### src/rtl/display_mux_nseg.sv
// Time-multiplexed driver for N common-pin 7-segment digits on a shared segment bus.
// Each digit owns a slot of REFRESH_DIV cycles, the first BLANK_CYCLES of which are dark.
module display_mux_nseg #(
    parameter int N_DIGITS       = 4,
    parameter int REFRESH_DIV    = 1000,
    parameter int BLANK_CYCLES   = 2,
    parameter bit SEG_ACTIVE_LOW = 1'b0,
    parameter bit DIG_ACTIVE_LOW = 1'b0,
    localparam int SLOT_W        = (N_DIGITS > 1) ? $clog2(N_DIGITS) : 1
) (
    input  logic                    clk,
    input  logic                    rst_n,
    input  logic                    on_off,
    input  logic [7*N_DIGITS-1:0]   seg_in,
    input  logic [N_DIGITS-1:0]     dp_in,
    input  logic [N_DIGITS-1:0]     digit_en,
    output logic [N_DIGITS-1:0]     dig,
    output logic [6:0]              seg,
    output logic                    dp,
    output logic [SLOT_W-1:0]       slot,
    output logic                    frame_tick
);

    localparam int CNT_W = (REFRESH_DIV > 2) ? $clog2(REFRESH_DIV) : 2;
    localparam logic [CNT_W-1:0]    CNT_LAST  = CNT_W'(REFRESH_DIV - 1);
    localparam logic [CNT_W-1:0]    CNT_BLANK = CNT_W'(BLANK_CYCLES);
    localparam logic [SLOT_W:0]     N_WIDE    = (SLOT_W + 1)'(N_DIGITS);
    localparam logic [N_DIGITS-1:0] ONE_HOT0  = {{(N_DIGITS - 1){1'b0}}, 1'b1};

    // Handshake-free block: inputs are sampled every clock, outputs are registered levels.
    typedef enum logic {
        ST_DARK = 1'b0,
        ST_SCAN = 1'b1
    } state_t;

    state_t               state;
    state_t               state_nxt;
    logic                 start;
    logic                 boundary;
    logic                 lit;
    logic [CNT_W-1:0]     cnt;
    logic [SLOT_W-1:0]    slot_nxt;
    logic [SLOT_W:0]      k;
    logic [6:0]           seg_lat;
    logic                 dp_lat;
    logic [6:0]           seg_sel;
    logic                 dp_sel;
    logic                 frame_nxt;
    logic [N_DIGITS-1:0]  dig_on;

    always_ff @(posedge clk or negedge rst_n) begin
        if (!rst_n) begin
            state <= ST_DARK;
        end else begin
            state <= state_nxt;
        end
    end

    // Leaving ST_DARK is a restart: it behaves like a slot boundary that searches from digit 0.
    always_comb begin
        state_nxt = state;
        start     = 1'b0;
        case (state)
            ST_DARK: begin
                if (on_off) begin
                    state_nxt = ST_SCAN;
                    start     = 1'b1;
                end
            end
            ST_SCAN: begin
                if (!on_off) begin
                    state_nxt = ST_DARK;
                end
            end
            default: state_nxt = ST_DARK;
        endcase
    end

    assign boundary = on_off && (start || ((state == ST_SCAN) && (cnt == CNT_LAST)));

    // Next enabled digit: circular search strictly above the current slot, or from 0 on restart.
    always_comb begin
        slot_nxt = slot;
        k        = '0;
        if (start) begin
            slot_nxt = '0;
            for (int i = N_DIGITS - 1; i >= 0; i--) begin
                if (digit_en[i]) begin
                    slot_nxt = SLOT_W'(i);
                end
            end
        end else begin
            for (int i = N_DIGITS - 1; i >= 1; i--) begin
                k = {1'b0, slot} + (SLOT_W + 1)'(i);
                if (k >= N_WIDE) begin
                    k = k - N_WIDE;
                end
                if (digit_en[k[SLOT_W-1:0]]) begin
                    slot_nxt = k[SLOT_W-1:0];
                end
            end
        end
    end

    always_comb begin
        seg_sel = '0;
        dp_sel  = 1'b0;
        for (int i = 0; i < N_DIGITS; i++) begin
            if (slot_nxt == SLOT_W'(i)) begin
                seg_sel = seg_in[7*i +: 7];
                dp_sel  = dp_in[i];
            end
        end
    end

    // No frame pulse when nothing is enabled: there is no frame to mark.
    assign frame_nxt = boundary && (|digit_en) && (start || (slot_nxt <= slot));

    // Live digit_en gating makes a disabled digit go dark on the very next cycle.
    assign lit    = (state == ST_SCAN) && on_off && (cnt >= CNT_BLANK) && digit_en[slot];
    assign dig_on = lit ? (ONE_HOT0 << slot) : '0;

    always_ff @(posedge clk or negedge rst_n) begin
        if (!rst_n) begin
            cnt        <= '0;
            slot       <= '0;
            seg_lat    <= '0;
            dp_lat     <= 1'b0;
            frame_tick <= 1'b0;
            dig        <= {N_DIGITS{DIG_ACTIVE_LOW}};
            seg        <= {7{SEG_ACTIVE_LOW}};
            dp         <= SEG_ACTIVE_LOW;
        end else begin
            dig        <= dig_on ^ {N_DIGITS{DIG_ACTIVE_LOW}};
            seg        <= (lit ? seg_lat : 7'd0) ^ {7{SEG_ACTIVE_LOW}};
            dp         <= (lit & dp_lat) ^ SEG_ACTIVE_LOW;
            frame_tick <= frame_nxt;
            if (!on_off) begin
                cnt  <= '0;
                slot <= '0;
            end else begin
                cnt <= (cnt == CNT_LAST) ? '0 : cnt + 1'b1;
                if (boundary) begin
                    slot    <= slot_nxt;
                    seg_lat <= seg_sel;
                    dp_lat  <= dp_sel;
                end
            end
        end
    end

endmodule

### config.mk
export PLATFORM = sky130hd
export DESIGN_NAME = display_mux_nseg
export DESIGN_NICKNAME = d
export VERILOG_FILES = /design/src/rtl/display_mux_nseg.sv
export SDC_FILE = /design/constraint.sdc
export NUM_CORES = 1
export LEC_CHECK = 0
export CAP_MARGIN = 5
export CORE_ASPECT_RATIO = 1.4
export CORE_MARGIN = 5
export CORE_UTILIZATION = 65
export CTS_BUF_LIST = sky130_fd_sc_hd__clkbuf_8
export DETAILED_ROUTE_END_ITERATION = 10
export DONT_BUFFER_PORTS = 1
export GPL_TIMING_DRIVEN = 0
export MAX_ROUTING_LAYER = met4
export PLACE_DENSITY = 0.87
export SYNTH_ARGS = -nofsm -noshare
export SYNTH_HDL_FRONTEND = slang
export SYNTH_SLANG_ARGS = --single-unit
### constraint.sdc
create_clock -name clk -period 3.7 [get_ports clk]
set_input_delay 0.185 -clock clk [delete_from_list [all_inputs] [get_ports clk]]
set_output_delay 0.185 -clock clk [all_outputs]
set_load 0.02 [all_outputs]
# Word level (Yosys, flattened, before mapping)
# Index checks and enable logic that the tools add are counted.
# word_totals
inputBits	39
wordCells	82
out_inout_bits	15
regBits	34
# classes
n_lt_le_gt_ge	9
n_bitwise	1
eq_ne	5
shift	1
reduce_logical	12
add_sub_neg	7
n_mux	38
# ops
operator	count
two-way mux 7 bit	5
two-way mux 2 bit	16
two-way mux 10 bit	2
less-than comparator 2 x 3 -> 1 bit (second input constant)	4
adder 10 x 1 -> 10 bit (second input constant)	1
equality test 10 bit (second input constant)	1
>= comparator 10 x 2 -> 1 bit (second input constant)	1
two-way mux 1 bit	10
>= comparator 3 bit (second input constant)	3
binary-select mux 1 bit (select 2 bit)	4
logical AND 1 bit	7
adder 2 x 2 -> 3 bit (second input constant)	2
subtractor 2 x 1 -> 2 bit (second input constant)	3
equality test 2 bit (second input constant)	2
two-way mux 4 bit	1
OR reduction 4 bit	1
<< shifter 1 x 2 -> 4 bit (first input constant)	1
adder 2 x 1 -> 3 bit (second input constant)	1
equality test 2 x 1 -> 1 bit (second input constant)	1
less-or-equal comparator 2 bit	1
zero test 2 bit	1
logical OR 1 bit	2
!= test 2 x 1 -> 1 bit (second input constant)	1
AND reduction 2 bit	1
bitwise AND 1 bit	1

# Depth between registers and ports, before layout
# depth
depth_word	15
mapped_depth	14
ltp_nobuf	12

# Worst setup path before layout
# No wires, ideal clock.
# synth_path
path_kind	register to register
from	reg slot[0]
to	reg frame_tick
setup_ps	133
synth_period_minus_slack_ps	3143
path_buffers	2
slack_ps	557
path_stages_with_launch	13
required_time_ps	3567
arrival_time_ps	3011
cell_sequence	dfrtp_1 -> buf_6 -> inv_1 -> ha_1 -> mux4_1 -> nand2b_4 -> mux2_4 -> buf_6 -> nor2_8 -> inv_1 -> ha_1 -> a211oi_1 -> a211oi_1
# synth_between
elab_chain_cells	13
elab_cells_between_ends	28
cone_classes	add/sub: 6; order compare: 4; mux: 16; reduce/logical: 2
# synth_lines
element	line	rtl
start, declared	20	output logic [SLOT_W-1:0] slot,
start signal, assigned	144	slot <= slot_nxt;
adder 2 x 2 -> 3 bit	94	k = {1'b0, slot} + (SLOT_W + 1)'(i);
>= comparator 3 bit or subtractor 2 x 1 -> 2 bit (tied branches)	95, 96	
two-way mux 2 bit	95	if (k >= N_WIDE) begin
two-way mux 2 bit	85	if (start) begin
binary-select mux 1 bit (select 2 bit)	98	if (digit_en[k[SLOT_W-1:0]]) begin
two-way mux 1 bit (implied by the code)	98	
two-way mux 2 bit (3 in a row)	98	
two-way mux 2 bit	85	
less-or-equal comparator 2 bit (*)	117	assign frame_nxt = boundary && (|digit_en) && (start || (slot_nxt <= slot));
logical OR 1 bit (*)	117	
logical AND 1 bit (*)	117	
net frame_nxt	48	logic frame_nxt;
end signal, assigned	137	frame_tick <= frame_nxt;
end, declared	21	output logic frame_tick
# The timed path passes the listed nets; every way through them passes the cells marked *. The select of a mux whose other input is x is not followed.
# A chain may end at the register's enable or synchronous reset.

# Final worst setup path
# Ends and elaborated chain as after synthesis.

==> flow_summary.yaml <==
sta:
  post-route-min-period_ns: 3.42
  fin_crit_sh_pct: 92.4
  finalSetupViolCount: 0
  setup_tns_ns: 0
  grt_setup_unrepaired: "false"
  slew_violations: 0
  max_freq_ghz: 0.292
  finalHoldViolCount: 0
  fin_ws_ns: 0.280
  tightest_slew_ns: 0.847
  finalClockSkew_ns: 0.00642
  relSlewSlack_pct: 42.9
route:
  avgRoutedWirePerCell_um: 16.7
  postRouteAntennaNets: 0
  firstDrtPassIters: 4
  topRoutingLayerUsed: "met4"
  wl_met1_um: 1600
  via_per_inst: 6.07
  dr_wl_met2_um: 2240
  drt-initial-drc-count: 47
  drc: 0
  vias: 1512
  wl_met3_um: 190
  drt-total-wl_um: 4160
finish:
  stdcell_area_um2: 2240
  fillers: 200
  diodes: 0
  final_nets: 256
  final_common_cell: "dfrtp_1"
  area_delta_synth_final_pct: 11.7
  final_cell_mix: "dfrtp_1, nand2_1, inv_1, nor2_1, and2_1"
  drive_above_1_share_pct: 12.4
cts:
  cts_tree: "yes"
  post_cts_buffers: 0
  clk_pin_slew_ns: 0.07
  numCtsBuffers: 5
  h-tree-depth: 2
  cts_hold_buf: 3
  cts.sinks: 34
  clk_path_buf_depth: 2
  cts_resized: 0
  insertion_delay_ns: 0.28
  ctsRootBufferMaster: "clkbuf_8"
setup_path:
  cp-start-kind: "flip-flop"
  path_class: "reg2reg"
  endpoint_kind: "flip-flop"
  cp_max_fo: 10
  slowest_delay_ns: 0.61
  rrSetupSlack_ns: 0.28
  path_delay_family: "multiplexers"
  cp.arrival_ns: 3.58
  cp_slowest_cell: "mux4_1"
  path_buf_inv: 4
  required_ns: 3.85
  worstPathCellList: "buf_6 > inv_1 > ha_1 > mux4_1 > nand2b_4 > mux2_4 > buf_6 > nor2_8 > inv_1 > ha_1 > a211oi_1 > a211oi_1"
global_route:
  grt_usage_pct: 21.3
  antenna_found_initial: 0
  overflow: 0
  grt_max_degree: 35
  grt_pass1_wl_um: 6750
  grt_pass1_vias: 1535
yosys:
  syn_inst: 199
  yosys_register_bits: 34
  synth_nets: 246
  netlist_area_um2: 2010
  ys_types: 40
  ys_seq_area_share_pct: 42.4
  yosys.area.top_type: "dfrtp_1"
  synth.top_cell.area_share_pct: 42.4
  yosysWarnings: 0
  syn_area_per_cell_um2: 10.1
  yosys-top-cells-area: "dfrtp_1, nand2_1, ha_1"
placed_design:
  placed_area_um2: 2060
  dpl.hpwl_um: 3200
  io_buffers: 0
  pre_cts_ws_ns: 0.290
  place_congestion: 0.897
power:
  pwr_density_cell_nw_per_um2: 467
  ir_drop_mv: 0.344
  power_leakage_nw: 1.03
die:
  start_util_pct: 66.2
  die_x_um: 57.0
  fp-row-count: 24
  die_area_um2: 4310
  dieHeight_um: 75.7
  io_pins: 54
  coreArea_um2: 3030
status:
  status: "finished, final reports clean"
job:
  max-cap-violations: 0
worst_hold_path:
  worstHoldPathType: "in2reg"
cell type report:
cell class | count | area (µm²) | share of cell area, %
Buffer | 5 | 33.8 | 1.51
Clock buffer | 5 | 68.8 | 3.07
Clock inverter | 3 | 68.8 | 3.07
Inverter | 14 | 52.6 | 2.35
Multi-Input combinational cell | 146 | 1080 | 48.1
Sequential cell | 34 | 851 | 38.0
Tap cell | 39 | 48.8 | 2.18
Timing Repair Buffer | 3 | 40.0 | 1.79
report_power, final:
part           switching [mW]  internal [mW]
clock                   0.132          0.270
combinational           0.109          0.100
sequential             0.0301          0.405
kinds of logic after synthesis:
| logic type | count (synthesis) | synth area share [%] |
|---|---|---|
| and+or+nand+nor | 82 | 21.1 |
| muxes | 15 | 10.8 |
| adders and majority gates | 8 | 4.99 |
| buffers and inverters | 19 | 4.30 |
| DFF | 34 | 42.4 |
| xor gates and xnor gates | 5 | 2.18 |
| AOI/OAI and AO/OA | 36 | 14.2 |
cells in the mapped netlist:
cell	instances
a211oi_1	4
a22o_1	1
or3_1	11
o21a_1	1
clkbuf_1	1
and3_1	1
o21ai_0	4
nand2b_4	1
a31o_2	6
a21oi_1	6
mux4_2	1
o22a_1	1
o41ai_1	1
buf_1	2
o41ai_4	1
nor3_1	1
nor2b_1	2
o211ai_1	7
nand2_1	27
o211ai_2	1
buf_6	2
mux2_2	1
xor2_1	4
ha_1	8
nor2_1	14
mux2_4	1
or2_2	1
a31o_1	2
xnor2_1	1
dfrtp_1	34
and4_1	1
inv_1	14
nand3_1	7
nor2_8	1
mux4_1	3
nor4_1	2
nand4_1	1
and2_1	12
mux2i_1	9
o21bai_1	1
routing by layer:
layer	track usage, %	vias to the layer above
li1	-	725
met1	21.4	724
met2	38.5	51
met3	4.58	12
met4	11.3	0
met5	-	-
worst paths after layout:
kind	cells past startpoint	to	start
hold reg to reg	1	seg[3]	seg_lat[3]
setup / recovery	12	frame_tick	slot[0]
min in group asynchronous	2	cnt[5]	rst_n
max in group asynchronous	2	seg_lat[4]	rst_n
hold / removal	2	cnt[2]	on_off
setup reg to reg	12	frame_tick	slot[0]
state kept, by name, summed over array words and instances (netlist names):
register / cells
dp: 1
state: 1
frame_tick: 1
seg_lat: 7
dp_lat: 1
slot: 2
seg: 7
dig: 4
cnt: 10
through the flow:
stage | total power, mW | std cells | utilization (%) | hold slack, ns
final | 1.05 | 249 | 73.9 | 0.0584
after global routing | 1.10 | 249 | 73.9 | 0.0528
after CTS | 1.06 | 249 | 73.6 | 0.0511
after detailed placement | 0.641 | 238 | 67.8 | -0.110
after global placement | 0.630 | 238 | 67.8 | -0.110
after floorplan | 0.603 | 199 | - | -0.111
Power figures use the tool's default switching activity.
